### config.mk
export PLATFORM = sky130hd
export DESIGN_NAME = lock_code_entry
export DESIGN_NICKNAME = d
export VERILOG_FILES = /design/src/rtl/lock_code_entry.sv
export SDC_FILE = /design/constraint.sdc
export NUM_CORES = 1
export LEC_CHECK = 0
export BUFFER_PORTS_ARGS = -buffer_cell sky130_fd_sc_hd__buf_2
export CORE_MARGIN = 2
export CORE_UTILIZATION = 45
export DETAILED_ROUTE_END_ITERATION = 10
export SLEW_MARGIN = 25
export SYNTH_ARGS = -nofsm -noshare
export SYNTH_HDL_FRONTEND = slang
export SYNTH_SLANG_ARGS = --single-unit
### constraint.sdc
create_clock -name clk -period 4.73 [get_ports clk]
set_input_delay 0.473 -clock clk [delete_from_list [all_inputs] [get_ports clk]]
set_output_delay 0.473 -clock clk [all_outputs]
set_load 0.01 [all_outputs]
### src/rtl/lock_code_entry.sv
// Keypad combination lock: debounces the encoded switch digit, collects
// digit sequences, checks them against a programmable code and drives lock/alarm status.
module lock_code_entry #(
  parameter int unsigned              CODE_LEN   = 4,
  parameter int unsigned              DEBOUNCE   = 16,
  parameter int unsigned              MAX_TRIES  = 3,
  parameter logic [CODE_LEN*4-1:0]    RESET_CODE = 16'h1234
) (
  input  logic       clk,
  input  logic       rst,
  input  logic [3:0] num,
  input  logic       lock_cmd,
  input  logic       prog,
  output logic       unlocked,
  output logic       alarm,
  output logic [3:0] entered,
  output logic [3:0] disp
);

  localparam int unsigned CW = CODE_LEN * 4;
  localparam int unsigned RW = $clog2(DEBOUNCE + 1);
  localparam int unsigned FW = $clog2(MAX_TRIES + 1);
  localparam logic [RW-1:0] DB_MAX = RW'(DEBOUNCE);
  localparam logic [3:0]    LEN4   = 4'(CODE_LEN);
  localparam logic [FW-1:0] FMAX   = FW'(MAX_TRIES);

  typedef enum logic [2:0] {
    ST_LOCKED,
    ST_CHECK,
    ST_OPEN,
    ST_PROGRAM,
    ST_ALARM
  } state_t;

  // ---------------- debouncer ----------------
  logic [3:0]    digit;
  logic [3:0]    last_q;
  logic [RW-1:0] run_q, run_d;
  logic          armed_q, armed_d;
  logic          press_q, press_d;
  logic [3:0]    pdig_q;

  assign digit = (num > 4'd9) ? 4'd0 : num;

  // run counts consecutive identical samples, saturating at DEBOUNCE
  always_comb begin
    run_d = RW'(1);
    if (digit == last_q) begin
      run_d = (run_q == DB_MAX) ? run_q : run_q + RW'(1);
    end
    press_d = armed_q && (digit != 4'd0) && (run_d == DB_MAX);
    armed_d = armed_q;
    if (press_d) begin
      armed_d = 1'b0;
    end else if ((digit == 4'd0) && (run_d == DB_MAX)) begin
      armed_d = 1'b1;
    end
  end

  always_ff @(posedge clk) begin
    if (rst) begin
      last_q  <= 4'd0;
      run_q   <= '0;
      armed_q <= 1'b0;
      press_q <= 1'b0;
      pdig_q  <= 4'd0;
    end else begin
      last_q  <= digit;
      run_q   <= run_d;
      armed_q <= armed_d;
      press_q <= press_d;
      pdig_q  <= digit;
    end
  end

  // ---------------- entry / check FSM ----------------
  state_t        state_q, state_d;
  logic [CW-1:0] entry_q, entry_d;
  logic [CW-1:0] code_q, code_d;
  logic [3:0]    entered_q, entered_d;
  logic [FW-1:0] fails_q, fails_d;
  logic [CW-1:0] shifted;

  assign shifted = {entry_q[CW-5:0], pdig_q};

  always_comb begin
    state_d   = state_q;
    entry_d   = entry_q;
    code_d    = code_q;
    entered_d = entered_q;
    fails_d   = fails_q;
    case (state_q)
      ST_LOCKED: begin
        if (lock_cmd) begin
          entry_d   = '0;
          entered_d = 4'd0;
        end else if (press_q) begin
          entry_d   = shifted;
          entered_d = entered_q + 4'd1;
          if (entered_q + 4'd1 == LEN4) state_d = ST_CHECK;
        end
      end
      ST_CHECK: begin
        entry_d   = '0;
        entered_d = 4'd0;
        if (entry_q == code_q) begin
          fails_d = '0;
          state_d = ST_OPEN;
        end else begin
          fails_d = (fails_q == FMAX) ? fails_q : fails_q + FW'(1);
          state_d = (fails_d == FMAX) ? ST_ALARM : ST_LOCKED;
        end
      end
      ST_OPEN: begin
        if (lock_cmd) begin
          state_d = ST_LOCKED;
        end else if (press_q && prog) begin
          entry_d   = {{(CW-4){1'b0}}, pdig_q};
          entered_d = 4'd1;
          state_d   = ST_PROGRAM;
        end
      end
      ST_PROGRAM: begin
        if (lock_cmd) begin
          entry_d   = '0;
          entered_d = 4'd0;
          state_d   = ST_LOCKED;
        end else if (press_q) begin
          entry_d   = shifted;
          entered_d = entered_q + 4'd1;
          if (entered_q + 4'd1 == LEN4) begin
            code_d    = shifted;
            entry_d   = '0;
            entered_d = 4'd0;
            state_d   = ST_OPEN;
          end
        end
      end
      ST_ALARM: ;
      default: begin
        entry_d   = '0;
        entered_d = 4'd0;
        state_d   = ST_LOCKED;
      end
    endcase
  end

  always_ff @(posedge clk) begin
    if (rst) begin
      state_q   <= ST_LOCKED;
      entry_q   <= '0;
      code_q    <= RESET_CODE;
      entered_q <= 4'd0;
      fails_q   <= '0;
    end else begin
      state_q   <= state_d;
      entry_q   <= entry_d;
      code_q    <= code_d;
      entered_q <= entered_d;
      fails_q   <= fails_d;
    end
  end

  assign unlocked = (state_q == ST_OPEN) || (state_q == ST_PROGRAM);
  assign alarm    = (state_q == ST_ALARM);
  assign entered  = entered_q;

  always_comb begin
    disp = 4'hC;
    case (state_q)
      ST_OPEN:    disp = 4'h0;
      ST_PROGRAM: disp = 4'hF;
      ST_ALARM:   disp = 4'hE;
      default:    disp = (entered_q != 4'd0) ? entry_q[3:0] : 4'hC;
    endcase
  end

endmodule

# Word-level counts from Yosys, hierarchy flattened
# Index checks and enable logic that the tools add are counted.
# op_classes
add_sub_neg	3
order_cmp	1
eq_ne	20
mux	34
n_bitwise	2
n_reduce_logical	13
# ops
op	n
two-way mux 16 bit	7
one-hot mux 16 bit (4 select lines)	1
two-way mux 4 bit	9
two-way mux 3 bit	10
== test 16 bit	1
one-hot mux 4 bit (4 select lines)	1
one-hot mux 3 bit (5 select lines)	1
inequality test 3 bit (second input constant)	4
one-hot mux 4 bit (3 select lines)	1
== test 5 bit (second input constant)	2
two-way mux 5 bit	2
inequality test 2 bit (second input constant)	5
nonzero test 4 bit	2
AND reduction 7 bit	1
== test 3 x 2 -> 1 bit (second input constant)	2
adder 5 x 1 -> 5 bit (second input constant)	1
AND reduction 5 bit	1
adder 4 x 1 -> 4 bit (second input constant)	1
== test 2 bit (second input constant)	2
== test 4 x 3 -> 1 bit (second input constant)	1
== test 4 bit	1
greater-than comparator 4 bit (second input constant)	1
logical AND 1 bit	4
logical NOT 4 bit	1
9 further kinds	11
# totals
regBits	52
in_bits	8
output_inout_bits	10
elab_cells	82

# Longest topological paths before layout
# Gate-level depths: netlist of the first run.
# depth
depth_word	7
ltp_mapped	7
mapped_depth_nobuf	7

# Least setup slack after synthesis of the first run
# No wires, ideal clock.
# synth_timing
path_type	register to output
startpoint	reg entered_q[0] (netlist: entered[0])
endpoint	out disp[0]
arrival_time_ps	1432
t_required_ps	4257
path_slack_ps	2825
stages_incl_launch_ff	7
n_path_buf	0
path_cell_list	dfxtp_1 -> inv_1 -> ha_1 -> and2_1 -> nor2_1 -> nand2_1 -> a221oi_1
# synth_via
elab_chain_cells	3
# synth_rtl
item	line	rtl
start: declaration	80	logic [3:0] entered_q, entered_d;
start signal: assignment	159	entered_q <= entered_d;
nonzero test 4 bit	174	default: disp = (entered_q != 4'd0) ? entry_q[3:0] : 4'hC;
two-way mux 4 bit	174	
one-hot mux 4 bit (3 select lines)	170	case (state_q)
end: declaration	17	output logic [3:0] disp
# No other way between the ends.

# Final worst setup path of the first run
# Same ends and word-level chain as after synthesis.

==> impl_metrics.toml, run 1 <==
[sta]
post-route-min-period_ps = 2360
max_freq_mhz = 424
fin_setup_tns_ps = 0
timing.clock.skew_ps = 9.50
hold-worst-slack_ps = 424
rsz0062_at_grt = "no"
finalCritPeriodShare_pct = 49.9
report.final.hold_viol_count = 0
worst_pin_slew_ps = 782
finalSetupViolCount = 0
max_slew_margin_pct = 47.9
slew_violations = 0

[power_and_ir_drop]
power_per_cell_area_mw_per_mm2 = 262
power.ir.vdd_worst_uv = 145
static-leakage-power_nw = 1.21

[worst_setup_path]
path_max_fanout = 10
setup.worst_path.end_class = "primary output"
rr_startpoint = "state_q[1]$_SDFFE_PP0P_"
crit_path_start_kind = "flip-flop"
worst_r2r_path_depth = 5
worst-setup-path-type = "flip-flop to primary output"
cp.required_ps = 4260
timing.critical_path.arrival_ps = 1890
launching_instance_or_port_of_the_critical_path = "entered[0]$_SDFFE_PP0P_"

[synthesis]
synth_cells = 288
synth_area_mm2 = 0.00260
yosysWarnings = 0
async_reset_ff_share_pct = 0
synth_nets = 301
synth-edff-count = 0
synthesis.area_per_instance_um2 = 9.04
number_of_library_cell_types_mapped_by_synthesis = 52
ys_ff_latch = 52
sequential_cell_area_fraction_in_the_yosys_report_pct = 40.0
ys.flop_type = "sky130_fd_sc_hd__dfxtp_1"

[cts]
holdBufCountCts = 0
max-clock-path-buffers = 2
htree_num_levels = 2
clock_tree_from_tritoncts = "done"
clock_insertion_delay_at_the_later_pin_of_the_skew_report_ps = 300
cts-resized-gates = 0
clock_tree.root_cell = "sky130_fd_sc_hd__clkbuf_8"
numCtsBuffers = 5
cts.clk_slew.worst_paths_ps = 90
postCtsSetupRepairBufs = 0
clock_sink_count = 52

[die]
std_cell_core_area_mm2 = 0.00554
die_w_um = 80.1
die_y_um = 80.1
boundaryPins = 18
initial_core_util_pct = 47.0
die_area_mm2 = 0.00641
std_cell_rows = 27

[grt]
grt_pass1_wl_um = 9260
number_of_antenna_violations_at_the_first_check_in_global_routing = 0
grt_max_degree = 41
grt-ovfl-total = 0
first_global_vias = 1916
globalRouteTotalUtil_pct = 18.5

[worst_hold_path]
hold-path-cell-count = 2
timing.hold.worst.start = "num[2]"
hold_class = "input pin to flip-flop"

[routing]
drtPass1Iterations = 4
route.detailed.drc = 0
drt_first_iter_violations = 118
final_antenna_net_count = 0
wl_per_cell_um = 14.7
dr_total_vias = 2076
finalWirelength_um = 5460
avgViaCountPerCell = 5.58

[placed_design]
gpl.final_weighted_congestion = 0.774
port_buffers = 17
hpwl_um = 3750

[cells_and_area]
layout-drive-gt1-share_pct = 11.7
areaGrowthSynthToFinish_pct = 7.69
final_net_count = 313
antenna-diode-count = 0

[run_status]
run_status = "finished, final reports clean"

[flow_run]
maxCapViolations = 0
==> worst max-delay path: stages (launching register included) <==
cell,delay [ps]
sky130_fd_sc_hd__dfxtp_1,520
sky130_fd_sc_hd__inv_1,80
sky130_fd_sc_hd__ha_1,220
sky130_fd_sc_hd__and2_1,170
sky130_fd_sc_hd__nor2_1,110
sky130_fd_sc_hd__nand2_1,70
sky130_fd_sc_hd__a221oi_1,240
sky130_fd_sc_hd__buf_2,180
==> state kept, by name, summed over array words and instances (netlist names) <==
signal	cells
run_q	5
entered	4
fails_q	2
state_q	3
press_q	1
entry_q	16
pdig_q	4
code_q	16
armed_q	1
==> Yosys cell counts (all sizes together) (9+ instances only) <==
library cell / instances / area [um^2]
a21oi: 9 / 48.8
a22oi: 13 / 97.6
dfxtp: 52 / 1040
inv: 10 / 37.5
mux2i: 17 / 170
nand2: 18 / 67.6
nor2: 35 / 131
nor2b: 9 / 56.3
o21ai: 10 / 53.8
xor2: 19 / 166
==> metal layers <==
layer | up-vias | GRT usage (%) | share of wire [%]
met2 | 31 | 28.9 | 45
met3 | 4 | 3.15 | 3.6
met1 | 981 | 25.8 | 50
li1 | 1060 | - | -
met5 | - | 0 | 0
met4 | 0 | 6.61 | 1.1
==> layout make-up <==
| type | count | area (um^2) |
|---|---|---|
| multi-input combinational | 213 | 1460 |
| clock inverter | 2 | 12.5 |
| tap | 72 | 90.1 |
| inverter | 10 | 37.5 |
| fill | 563 | 2740 |
| clock buffer | 5 | 68.8 |
| timing repair buffer | 18 | 92.6 |
| sequential | 52 | 1040 |
==> where the power goes <==
part           internal (mW)  switching, mW  total [mW]  leakage [nW]
clock network          0.100          0.142       0.243        0.0400
logic                 0.0169         0.0288      0.0457         0.748
registers              0.441        0.00552       0.446         0.420
total                  0.558          0.176       0.735          1.21
==> final timing paths <==
| kind | slack [ps] | endpoint |
|---|---|---|
| worst max-delay path | 2370 | disp[0] |
| worst min-delay path | 420 | pdig_q[3]$_SDFF_PP0_ |
| worst max register to register | 2500 | entry_q[2]$_SDFFE_PP0P_ |
| worst min register to register | 450 | press_q$_SDFF_PP0_ |
==> metrics by stage <==
step	utilization [%]	power (mW)	instance area (um^2)	cells	worst slack, ps
after global routing	50.6	0.771	2800	372	2200
after global placement	49.1	0.503	2720	365	2490
after floorplan	-	0.488	2600	288	2820
after detailed placement	49.1	0.503	2720	365	2450
final	50.6	0.735	2800	372	2370
after CTS	50.6	0.745	2800	372	2360
==> cell families after synthesis <==
group / after synthesis / share of synthesized area (%)
AOI/OAI and AO/OA: 61 / 18.1
DFF: 52 / 40.0
xor gates and xnor gates: 21 / 7.06
adders and majority gates: 6 / 2.79
and+or+nand+nor: 108 / 21.7
buffers and inverters: 23 / 3.89
muxes: 17 / 6.54
==> cell usage in the layout, fill, tap and decap left out, types with 3 or more instances in the layout <==
cell	n
sky130_fd_sc_hd__a22oi_1	13
sky130_fd_sc_hd__mux2i_1	17
sky130_fd_sc_hd__buf_2	17
sky130_fd_sc_hd__nand2_1	18
sky130_fd_sc_hd__o21ai_0	9
sky130_fd_sc_hd__clkbuf_8	5
sky130_fd_sc_hd__a211o_1	3
sky130_fd_sc_hd__inv_1	10
sky130_fd_sc_hd__and2_1	3
sky130_fd_sc_hd__a21oi_1	8
sky130_fd_sc_hd__nand3_1	8
sky130_fd_sc_hd__or4_1	3
sky130_fd_sc_hd__xor2_1	19
sky130_fd_sc_hd__a22o_1	4
sky130_fd_sc_hd__ha_1	5
sky130_fd_sc_hd__nor4_1	7
sky130_fd_sc_hd__o211ai_1	3
sky130_fd_sc_hd__nor3b_1	7
sky130_fd_sc_hd__nor2b_1	9
sky130_fd_sc_hd__dfxtp_1	52
sky130_fd_sc_hd__nor3_1	5
sky130_fd_sc_hd__o221ai_1	3
sky130_fd_sc_hd__nor2_1	35
Note: power is estimated with default switching activity, not from simulation.
==> run 2, diff against run 1 <==
Settings changed: ABC_AREA set to 1.
Clock period 4.73 ns to 2.4 ns, I/O delays scaled along.
==> run 2 against run 1 <==
  * Setup slack got worse by 1900 ps
  * Power rose by 100%
  * Register-to-register slack worse by 2000 ps
  * Global-route usage decreased by 0.11 points
  * First-iteration DRC count down 32%
  * Via count grew 3.0%
  * Sequential power grew 97%
  * Synthesized area is 3.2% lower
  * Core utilization decreased by 0.84 points
==> impl_metrics.toml, run 2 <==
[worst_setup_path]
cp.required_ps = 2640
timing.critical_path.arrival_ps = 2180
worst-r2r-setup-slack_ps = 460
worst-setup-path-type = "flip-flop to flip-flop"
setup.worst_path.end_class = "flip-flop"
crit_path_start_kind = "flip-flop"
path_max_fanout = 17

[sta]
worst_pin_slew_ps = 560
postLayoutSetupSlackWorst_ps = 463
max_slew_margin_pct = 62.6
timing.clock.skew_ps = 11.8
slew_violations = 0
rsz0062_at_grt = "no"
finalSetupViolCount = 0
post-route-min-period_ps = 1940
finalCritPeriodShare_pct = 80.7
max_freq_mhz = 516
fin_setup_tns_ps = 0
report.final.hold_viol_count = 0
hold-worst-slack_ps = 234

[power_and_ir_drop]
sequentialPowerShare_pct = 59.2
p_switching_mw = 0.374
power_per_cell_area_mw_per_mm2 = 545
clock_power_share_pct = 33.2
combinationalPowerShare_pct = 7.6
post-layout-total-power_mw = 1.48
power.ir.vdd_worst_uv = 270
netSwitchingFraction_pct = 25.2
static-leakage-power_nw = 1.09
p_int_mw = 1.11

[synthesis]
synth-edff-count = 0
synth_top_cells_by_area = "sky130_fd_sc_hd__dfxtp_1 (41%), sky130_fd_sc_hd__nand2_1 (9.2%), sky130_fd_sc_hd__nor2_1 (7.4%), sky130_fd_sc_hd__nand3_1 (6.2%), sky130_fd_sc_hd__a21oi_1 (5.8%)"
synth_nets = 355
synth_area_mm2 = 0.00252
async_reset_ff_share_pct = 0
synth_cells = 342
synth_common_cells = "sky130_fd_sc_hd__nand2_1 (62), sky130_fd_sc_hd__dfxtp_1 (52), sky130_fd_sc_hd__nor2_1 (50)"
number_of_library_cell_types_mapped_by_synthesis = 32
ys.flop_type = "sky130_fd_sc_hd__dfxtp_1"
ys_ff_latch = 52
synth_area_leader_cell = "sky130_fd_sc_hd__dfxtp_1"
sequential_cell_area_fraction_in_the_yosys_report_pct = 41.3
synth_top_cell_area_share_pct = 41.3
top_count_cell_post_synth = "sky130_fd_sc_hd__nand2_1"
synthesis.area_per_instance_um2 = 7.37
yosysWarnings = 0

[cts]
clock_sink_count = 52
numCtsBuffers = 5
holdBufCountCts = 0
postCtsSetupRepairBufs = 0
clock_tree_from_tritoncts = "done"
cts-resized-gates = 0
max-clock-path-buffers = 2
clock_insertion_delay_at_the_later_pin_of_the_skew_report_ps = 310
htree_num_levels = 2
clock_tree.root_cell = "sky130_fd_sc_hd__clkbuf_8"
cts.clk_slew.worst_paths_ps = 90

[cells_and_area]
antenna-diode-count = 0
stdcell_area_mm2 = 0.00272
layout-drive-gt1-share_pct = 12.3
finish.cell_count_without_fillers = 429
final_net_count = 369
layout_common_cells = "sky130_fd_sc_hd__nand2_1 (62), sky130_fd_sc_hd__dfxtp_1 (52), sky130_fd_sc_hd__nor2_1 (50)"
final_util_pct = 49.8
final_common_cell = "sky130_fd_sc_hd__nand2_1"
areaGrowthSynthToFinish_pct = 8.04
largestRegisters = "code_q: 16 flops, entry_q: 16 flops, run_q: 5 flops"

[grt]
first_global_vias = 1989
grt-ovfl-total = 0
grt_pass1_wl_um = 8970
number_of_antenna_violations_at_the_first_check_in_global_routing = 0
grt_max_degree = 30
globalRouteTotalUtil_pct = 18.4

[routing]
wl_per_cell_um = 12.2
route.detailed.drc = 0
finalWirelength_um = 5210
dr_total_vias = 2138
avgViaCountPerCell = 4.98
final_antenna_net_count = 0
drt_first_iter_violations = 80
drtPass1Iterations = 4

[flow_run]
maxCapViolations = 0

[worst_hold_path]
hold_class = "input pin to flip-flop"

[run_status]
run_status = "finished, final reports clean"

[die]
die_y_um = 78.9
die_w_um = 78.9
boundaryPins = 18
die_area_mm2 = 0.00622
std_cell_rows = 27
initial_core_util_pct = 46.1
std_cell_core_area_mm2 = 0.00547

[placed_design]
detailed_place.area_mm2 = 0.00264
hpwl_um = 3640
port_buffers = 17
detailedPlace.worstSlack_ps = 449
place.detailed.instances = 421
gpl.final_weighted_congestion = 0.810
-- run 2: cell count changes after synthesis, moves of 5 or more --
cell / previous run / this run
sky130_fd_sc_hd__inv_1: 10 / 29
sky130_fd_sc_hd__nor2b_1: 9 / 0
sky130_fd_sc_hd__o21ai_0: 9 / 14
sky130_fd_sc_hd__xnor2_1: 2 / 13
sky130_fd_sc_hd__nor4_1: 7 / 0
sky130_fd_sc_hd__nor2_1: 35 / 50
sky130_fd_sc_hd__xor2_1: 19 / 7
sky130_fd_sc_hd__nand2_1: 18 / 62
sky130_fd_sc_hd__nor3b_1: 7 / 0
sky130_fd_sc_hd__nand3_1: 8 / 31
sky130_fd_sc_hd__a22oi_1: 13 / 0
sky130_fd_sc_hd__a21oi_1: 8 / 29
sky130_fd_sc_hd__mux2i_1: 17 / 0
-- run 2: cell families (layout without fill, tap and decap cells) --
family                     count (synthesis)  count (layout)  share of synthesized area, %
and+or+nand+nor                          164             164                          29.5
AOI/OAI and AO/OA                         56              56                          12.0
DFF                                       52              52                          41.3
buffers and inverters                     45              60                          7.79
xor gates and xnor gates                  20              20                          6.95
adders and majority gates                  5               5                          2.48
-- run 2: layout make-up --
| cell class | instances | area [um^2] |
|---|---|---|
| clock inverters | 3 | 18.8 |
| multi-input cells | 245 | 1280 |
| inverters | 34 | 129 |
| flip-flops and latches | 52 | 1040 |
| repair buffers | 18 | 92.6 |
| fillers | 580 | 2750 |
| clock buffers | 5 | 68.8 |
| well taps | 72 | 90.1 |
-- run 2: per-layer routing --
metal | share of wire, % | vias to the layer above | track usage (%)
met5 | 0 | - | 0
met4 | 1.8 | 0 | 7.59
met3 | 1.8 | 6 | 4.09
met2 | 46 | 22 | 29.5
met1 | 50 | 975 | 24.1
li1 | - | 1135 | -
-- run 2: worst max-delay path, stage by stage, from the launching register on --
cell and delay (ps):
sky130_fd_sc_hd__dfxtp_1 420, sky130_fd_sc_hd__ha_1 190, sky130_fd_sc_hd__xor2_1 180, sky130_fd_sc_hd__nand2_1 90, sky130_fd_sc_hd__nor2_1 170, sky130_fd_sc_hd__nand3_2 300, sky130_fd_sc_hd__clkinv_2 280, sky130_fd_sc_hd__o21ai_0 110
sky130_fd_sc_hd__a21oi_1 140
-- run 2: final timing paths --
path,cells after the start,to,start
min reg2reg,2,press_q$_SDFF_PP0_,armed_q$_SDFFE_PP0P_
min,3,pdig_q[0]$_SDFF_PP0_,num[0]
max,8,code_q[1]$_SDFFE_PP0P_,entered[0]$_SDFFE_PP0P_
max reg2reg,8,code_q[1]$_SDFFE_PP0P_,entered[0]$_SDFFE_PP0P_
-- run 2: power groups by stage --
stage                     registers (mW)  clock network (mW)  logic (mW)
final                              0.879               0.492       0.112
after floorplan                    0.898                   0      0.0815
after detailed placement           0.900                   0       0.113
after global routing               0.881               0.555       0.129
after CTS                          0.879               0.520       0.113
after global placement             0.899                   0       0.112
